$ cat config.mk
export PLATFORM = sky130hd
export DESIGN_NAME = int_to_float_seq
export DESIGN_NICKNAME = d
export VERILOG_FILES = /design/src/rtl/int_to_float_seq.sv
export SDC_FILE = /design/constraint.sdc
export NUM_CORES = 1
export LEC_CHECK = 0
export CELL_PAD_IN_SITES_DETAIL_PLACEMENT = 1
export CELL_PAD_IN_SITES_GLOBAL_PLACEMENT = 2
export CORE_MARGIN = 2
export CORE_UTILIZATION = 33
export DETAILED_ROUTE_END_ITERATION = 12
export PLACE_DENSITY_LB_ADDON = 0.3
export SYNTH_ARGS = -nofsm -noshare
export SYNTH_HDL_FRONTEND = slang
export SYNTH_SLANG_ARGS = --single-unit
$ cat constraint.sdc
create_clock -name clk -period 5.3 [get_ports clk]
set_input_delay 0.53 -clock clk [delete_from_list [all_inputs] [get_ports clk]]
set_output_delay 0.53 -clock clk [all_outputs]
set_load 0.03 [all_outputs]
$ cat src/rtl/int_to_float_seq.sv
// Signed 32-bit integer to IEEE-754 single, one conversion in flight; latency k+2 (k = leading zeros), 1 for zero.
// Result held in DONE until out_ready; in_ready only in IDLE. Define ROUND_NEAREST_EN for ties-to-even, else truncate.
module int_to_float_seq (
    input  logic        clk,
    input  logic        reset,
    input  logic        in_valid,
    output logic        in_ready,
    input  logic [31:0] in_data,
    output logic        out_valid,
    input  logic        out_ready,
    output logic [31:0] out_float,
    output logic        out_inexact
);

    typedef enum logic [1:0] {IDLE, NORM, ROUND, DONE} state_t;

    state_t      state;
    state_t      state_nxt;
    logic        sign;
    logic [31:0] mag;
    logic [4:0]  cnt;

    logic [31:0] in_mag;
    logic        accept;
    logic [7:0]  exp_base;
    logic [7:0]  exp_fin;
    logic [22:0] mant_t;
    logic [23:0] mant_sum;
    logic        guard;
    logic        sticky;
    logic        rnd_inc;

    // -2^31 negates to itself, which is exactly the required unsigned magnitude
    assign in_mag = in_data[31] ? (~in_data + 32'd1) : in_data;
    assign accept = in_valid & in_ready;

    assign exp_base = 8'd158 - {3'b000, cnt};
    assign mant_t   = mag[30:8];
    assign guard    = mag[7];
    assign sticky   = |mag[6:0];
`ifdef ROUND_NEAREST_EN
    assign rnd_inc  = guard & (sticky | mant_t[0]);
`else
    assign rnd_inc  = 1'b0;
`endif
    // a mantissa carry-out leaves mant_sum[22:0] at zero and bumps the exponent
    assign mant_sum = {1'b0, mant_t} + {23'd0, rnd_inc};
    assign exp_fin  = exp_base + {7'd0, mant_sum[23]};

    always_ff @(posedge clk) begin
        if (reset) begin
            state <= IDLE;
        end else begin
            state <= state_nxt;
        end
    end

    always_comb begin
        state_nxt = state;
        case (state)
            IDLE:    if (accept) state_nxt = (in_mag == 32'd0) ? DONE : NORM;
            NORM:    if (mag[31]) state_nxt = ROUND;
            ROUND:   state_nxt = DONE;
            DONE:    if (out_ready) state_nxt = IDLE;
            default: state_nxt = IDLE;
        endcase
    end

    always_comb begin
        in_ready  = (state == IDLE) && !reset;
        out_valid = (state == DONE);
    end

    always_ff @(posedge clk) begin
        if (reset) begin
            sign        <= 1'b0;
            mag         <= 32'd0;
            cnt         <= 5'd0;
            out_float   <= 32'd0;
            out_inexact <= 1'b0;
        end else begin
            case (state)
                IDLE: begin
                    if (accept) begin
                        sign        <= in_data[31];
                        mag         <= in_mag;
                        cnt         <= 5'd0;
                        out_float   <= 32'd0;
                        out_inexact <= 1'b0;
                    end
                end
                NORM: begin
                    if (!mag[31]) begin
                        mag <= {mag[30:0], 1'b0};
                        cnt <= cnt + 5'd1;
                    end
                end
                ROUND: begin
                    out_float   <= {sign, exp_fin, mant_sum[22:0]};
                    out_inexact <= guard | sticky;
                end
                default: ;
            endcase
        end
    end

endmodule

==> flow_summary_export.csv <==
group,metric,value,unit
floorplan,fp.coreArea,12100,sq um
sta,fin_crit_sh,70.3,%
yosys,ys_seq_area_share,35.5,%
sta,slew_headroom,21.7,%
yosys,synth_fp_nets,565,
worst_setup_path,cpLargestDelayFamily,"simple AND/OR/NAND/NOR gates",
sta,finalMaxSlewViolations,0,
cts,clock_sinks,73,
floorplan,top_level_ports,71,
yosys,syn_area_per_cell,7.88,sq um
flow_run,maxCapViolCount,0,
yosys,ys.flop_type,"dfxtp_1",
cells_and_area,regArea,1460,sq um
yosys,yosys.area.top_type_share,35.5,%
yosys,async_flop_share,0,%
cts,ctsResizeCount,0,
sta,final-hold-violation-count,0,
cells_and_area,fin_nets,610,
cts,htree_num_levels,3,
global_route,antenna_found_initial,0,
floorplan,die_x,116,um
global_route,grt_pass1_vias,3739,
drt,wl_per_cell,16.1,um
sta,setup_tns,0,ns
floorplan,die_height,116,um
cts,cts_tree,"yes",
yosys,yosysMostFrequentCell,"nor2_1",
cells_and_area,multi_input_area,2450,sq um
worst_setup_path,cp_cell_sequence,"clkdlybuf4s50_1 > nor3_1 > nand3_2 > or4_4 > nor4_2 > o41ai_1 > or4_1 > o31ai_1",
global_route,grt_usage,18.3,%
power,peakVddDrop,0.167,mV
cts,clock_latency,0.33,ns
worst_setup_path,path_max_fanout,11,
yosys,ys_ff_latch,73,
cts,cts.clk_slew.worst_paths,0.06,ns
drt,viasPerCell,5.31,
cts,cts_post_setup_buffers_inserted,0,
yosys,synth_enable_flop_cells,0,
sta,worst_slew_pin_slew,1.17,ns
power,clkPwrFrac,36.8,%
worst_setup_path,max_stage_delay,0.87,ns
power,powerDensity,339,nW/um^2
global_route,grt_max_degree,55,
sta,setup_viol,0,
floorplan,die_area,13400,sq um
yosys,post-synth-top-area-cell,"dfxtp_1",
yosys,synth_cells,522,
drt,drt-total-wl,11900,um
power,p_seq_share,37.3,%
sta,max_freq,268,MHz
power,p_leak,1.84,nW
placement,dp_hpwl,8660,um
yosys,netlist_area,4110,sq um
min_path,hold_path_class,"reg -> reg",
sta,rsz0062_at_grt,"no",
power,power_frac_comb,26.0,%
cts,root_buffer,"clkbuf_16",
cells_and_area,drive_gt1_share,8.92,%
drt,ant_nets,0,
drt,dr.pass1.iters,4,
outcome,status,"complete, no violations",
floorplan,initial_core_util,34.0,%
yosys,synth_common_cells,"84 x nor2_1, 73 x dfxtp_1, 44 x o21ai_0",
power,swShare,31.7,%
global_route,grt_pass1_wl,19500,um
sta,holdWs,0.462,ns
worst_setup_path,end_kind,"register",
drt,drc,0,
power,internal_power,1.21,mW
power,p_sw,563,uW
worst_setup_path,path_class,"in -> reg",
worst_setup_path,cp_slowest_cell,"nor3_1",
global_route,grt-ovfl-total,0,
cts,ctsLongestPathBuffers,2,
yosys,yosys.cell_types.count,52,
yosys,yosysWarnings,0,
worst_setup_path,worstPathArrival,3.98,ns
cts,cts_made_buffers,9,
sta,min_period,3.73,ns
yosys,synth_area_leaders,"dfxtp_1 36%, nor2_1 7.7%, a22oi_1 5.8%, o21ai_0 5.4%, xnor2_1 3.6%",
cells_and_area,area_growth,27.2,%
worst_setup_path,path_buf_inv,1,
cts,postCtsHoldBufs,0,
worst_setup_path,crit_path_start_kind,"primary input",
drt,drt_iter0_drc,194,
cells_and_area,fill_cells,1464,
worst_setup_path,cp.required,5.55,ns
placement,io_buffers,70,
cells_and_area,insertedDiodeCount,0,
drt,vias,3930,
sta,skew,0.00510,ns
placement,gp_congestion,0.788,
floorplan,rows,40,
-- final cells by class --
type | instances | share of cell area [%]
inverters | 12 | 0.861
multi-input cells | 394 | 46.8
well taps | 168 | 4.02
clock buffers | 11 | 4.64
clock inverters | 5 | 1.51
repair buffers | 77 | 14.3
flip-flops and latches | 73 | 27.9
-- per-layer routing --
metal	part of all wire (%)	wire [um]	global-route usage, %	up-vias
li1	-	-	-	1961
met1	53	6290	27.7	1878
met2	42	5010	26.7	80
met3	4.1	483	3.71	11
met4	1.0	119	4.52	0
met5	0	0	0	-
-- worst paths after layout --
kind | from | cells after the start | end | slack [ns]
max | in_data[2] | 8 | state[1] | 1.57
min | out_float[28] | 2 | out_float[28] | 0.46
max reg2reg | state[1] | 9 | state[1] | 1.58
min reg2reg | out_float[28] | 2 | out_float[28] | 0.46
-- cells in the final DEF, fill, tap and decap left out, types with 5 or more instances in the layout --
| cell type | Yosys | layout |
|---|---|---|
| a211oi_1 | 7 | 7 |
| a21oi_1 | 28 | 26 |
| a22oi_1 | 32 | 32 |
| buf_4 | 0 | 7 |
| clkbuf_16 | 0 | 9 |
| clkdlybuf4s50_1 | 0 | 69 |
| dfxtp_1 | 73 | 73 |
| ha_1 | 7 | 6 |
| inv_1 | 12 | 12 |
| mux2_2 | 5 | 5 |
| mux2i_1 | 8 | 8 |
| nand2_1 | 38 | 38 |
| nand2b_1 | 5 | 5 |
| nand3_1 | 10 | 10 |
| nor2_1 | 84 | 84 |
| nor3_1 | 6 | 6 |
| nor3b_1 | 5 | 5 |
| nor4_1 | 6 | 6 |
| o21ai_0 | 44 | 44 |
| o221a_2 | 8 | 8 |
| o31ai_1 | 11 | 11 |
| o41ai_1 | 6 | 6 |
| or4_1 | 5 | 5 |
| xnor2_1 | 17 | 17 |
| xor2_1 | 14 | 14 |
-- power by group through the flow --
stage	sequential, mW	clock, mW	combinational [mW]
2_1_floorplan	0.653	0	0.325
3_3_place_gp	0.670	0	0.453
3_5_place_dp	0.672	0	0.460
4_1_cts	0.660	0.669	0.463
5_1_grt	0.670	0.689	0.519
6_report	0.661	0.652	0.460
-- through the flow --
step / setup slack (ns) / power, mW / std cells / utilization, % / instance area [sq um]
detailed placement: 1.22 / 1.13 / 724 / 40.6 / 4910
CTS: 1.57 / 1.79 / 740 / 43.2 / 5230
global placement: 1.36 / 1.12 / 724 / 40.6 / 4910
floorplan: 2.20 / 0.977 / 522 / - / 4110
finish: 1.57 / 1.77 / 740 / 43.2 / 5230
global route: 1.22 / 1.88 / 740 / 43.2 / 5230
-- worst min-delay path, stage by stage, from the launching register on --
cell	delay (ns)
dfxtp_1	0.31
nand2_1	0.05
a21oi_1	0.06
-- sequential cells by signal (all words and copies together), names as in the netlist --
| signal | flops |
|---|---|
| cnt | 5 |
| mag | 32 |
| out_float | 32 |
| out_inexact | 1 |
| sign | 1 |
| state | 2 |
-- cells by family (layout without fill, tap and decap cells) --
group / after synthesis / after routing / share of synthesized area (%)
AND/OR/NAND/NOR: 187 / 187 / 21.9
XOR/XNOR: 31 / 31 / 6.60
multiplexers: 13 / 13 / 3.32
adder cells (fa/ha/maj): 7 / 7 / 2.13
buffers and inverters: 55 / 105 / 5.23
AO/OA/AOI/OAI: 156 / 156 / 25.3
flip-flops: 73 / 73 / 35.5
(Power assumes the default switching activity.)
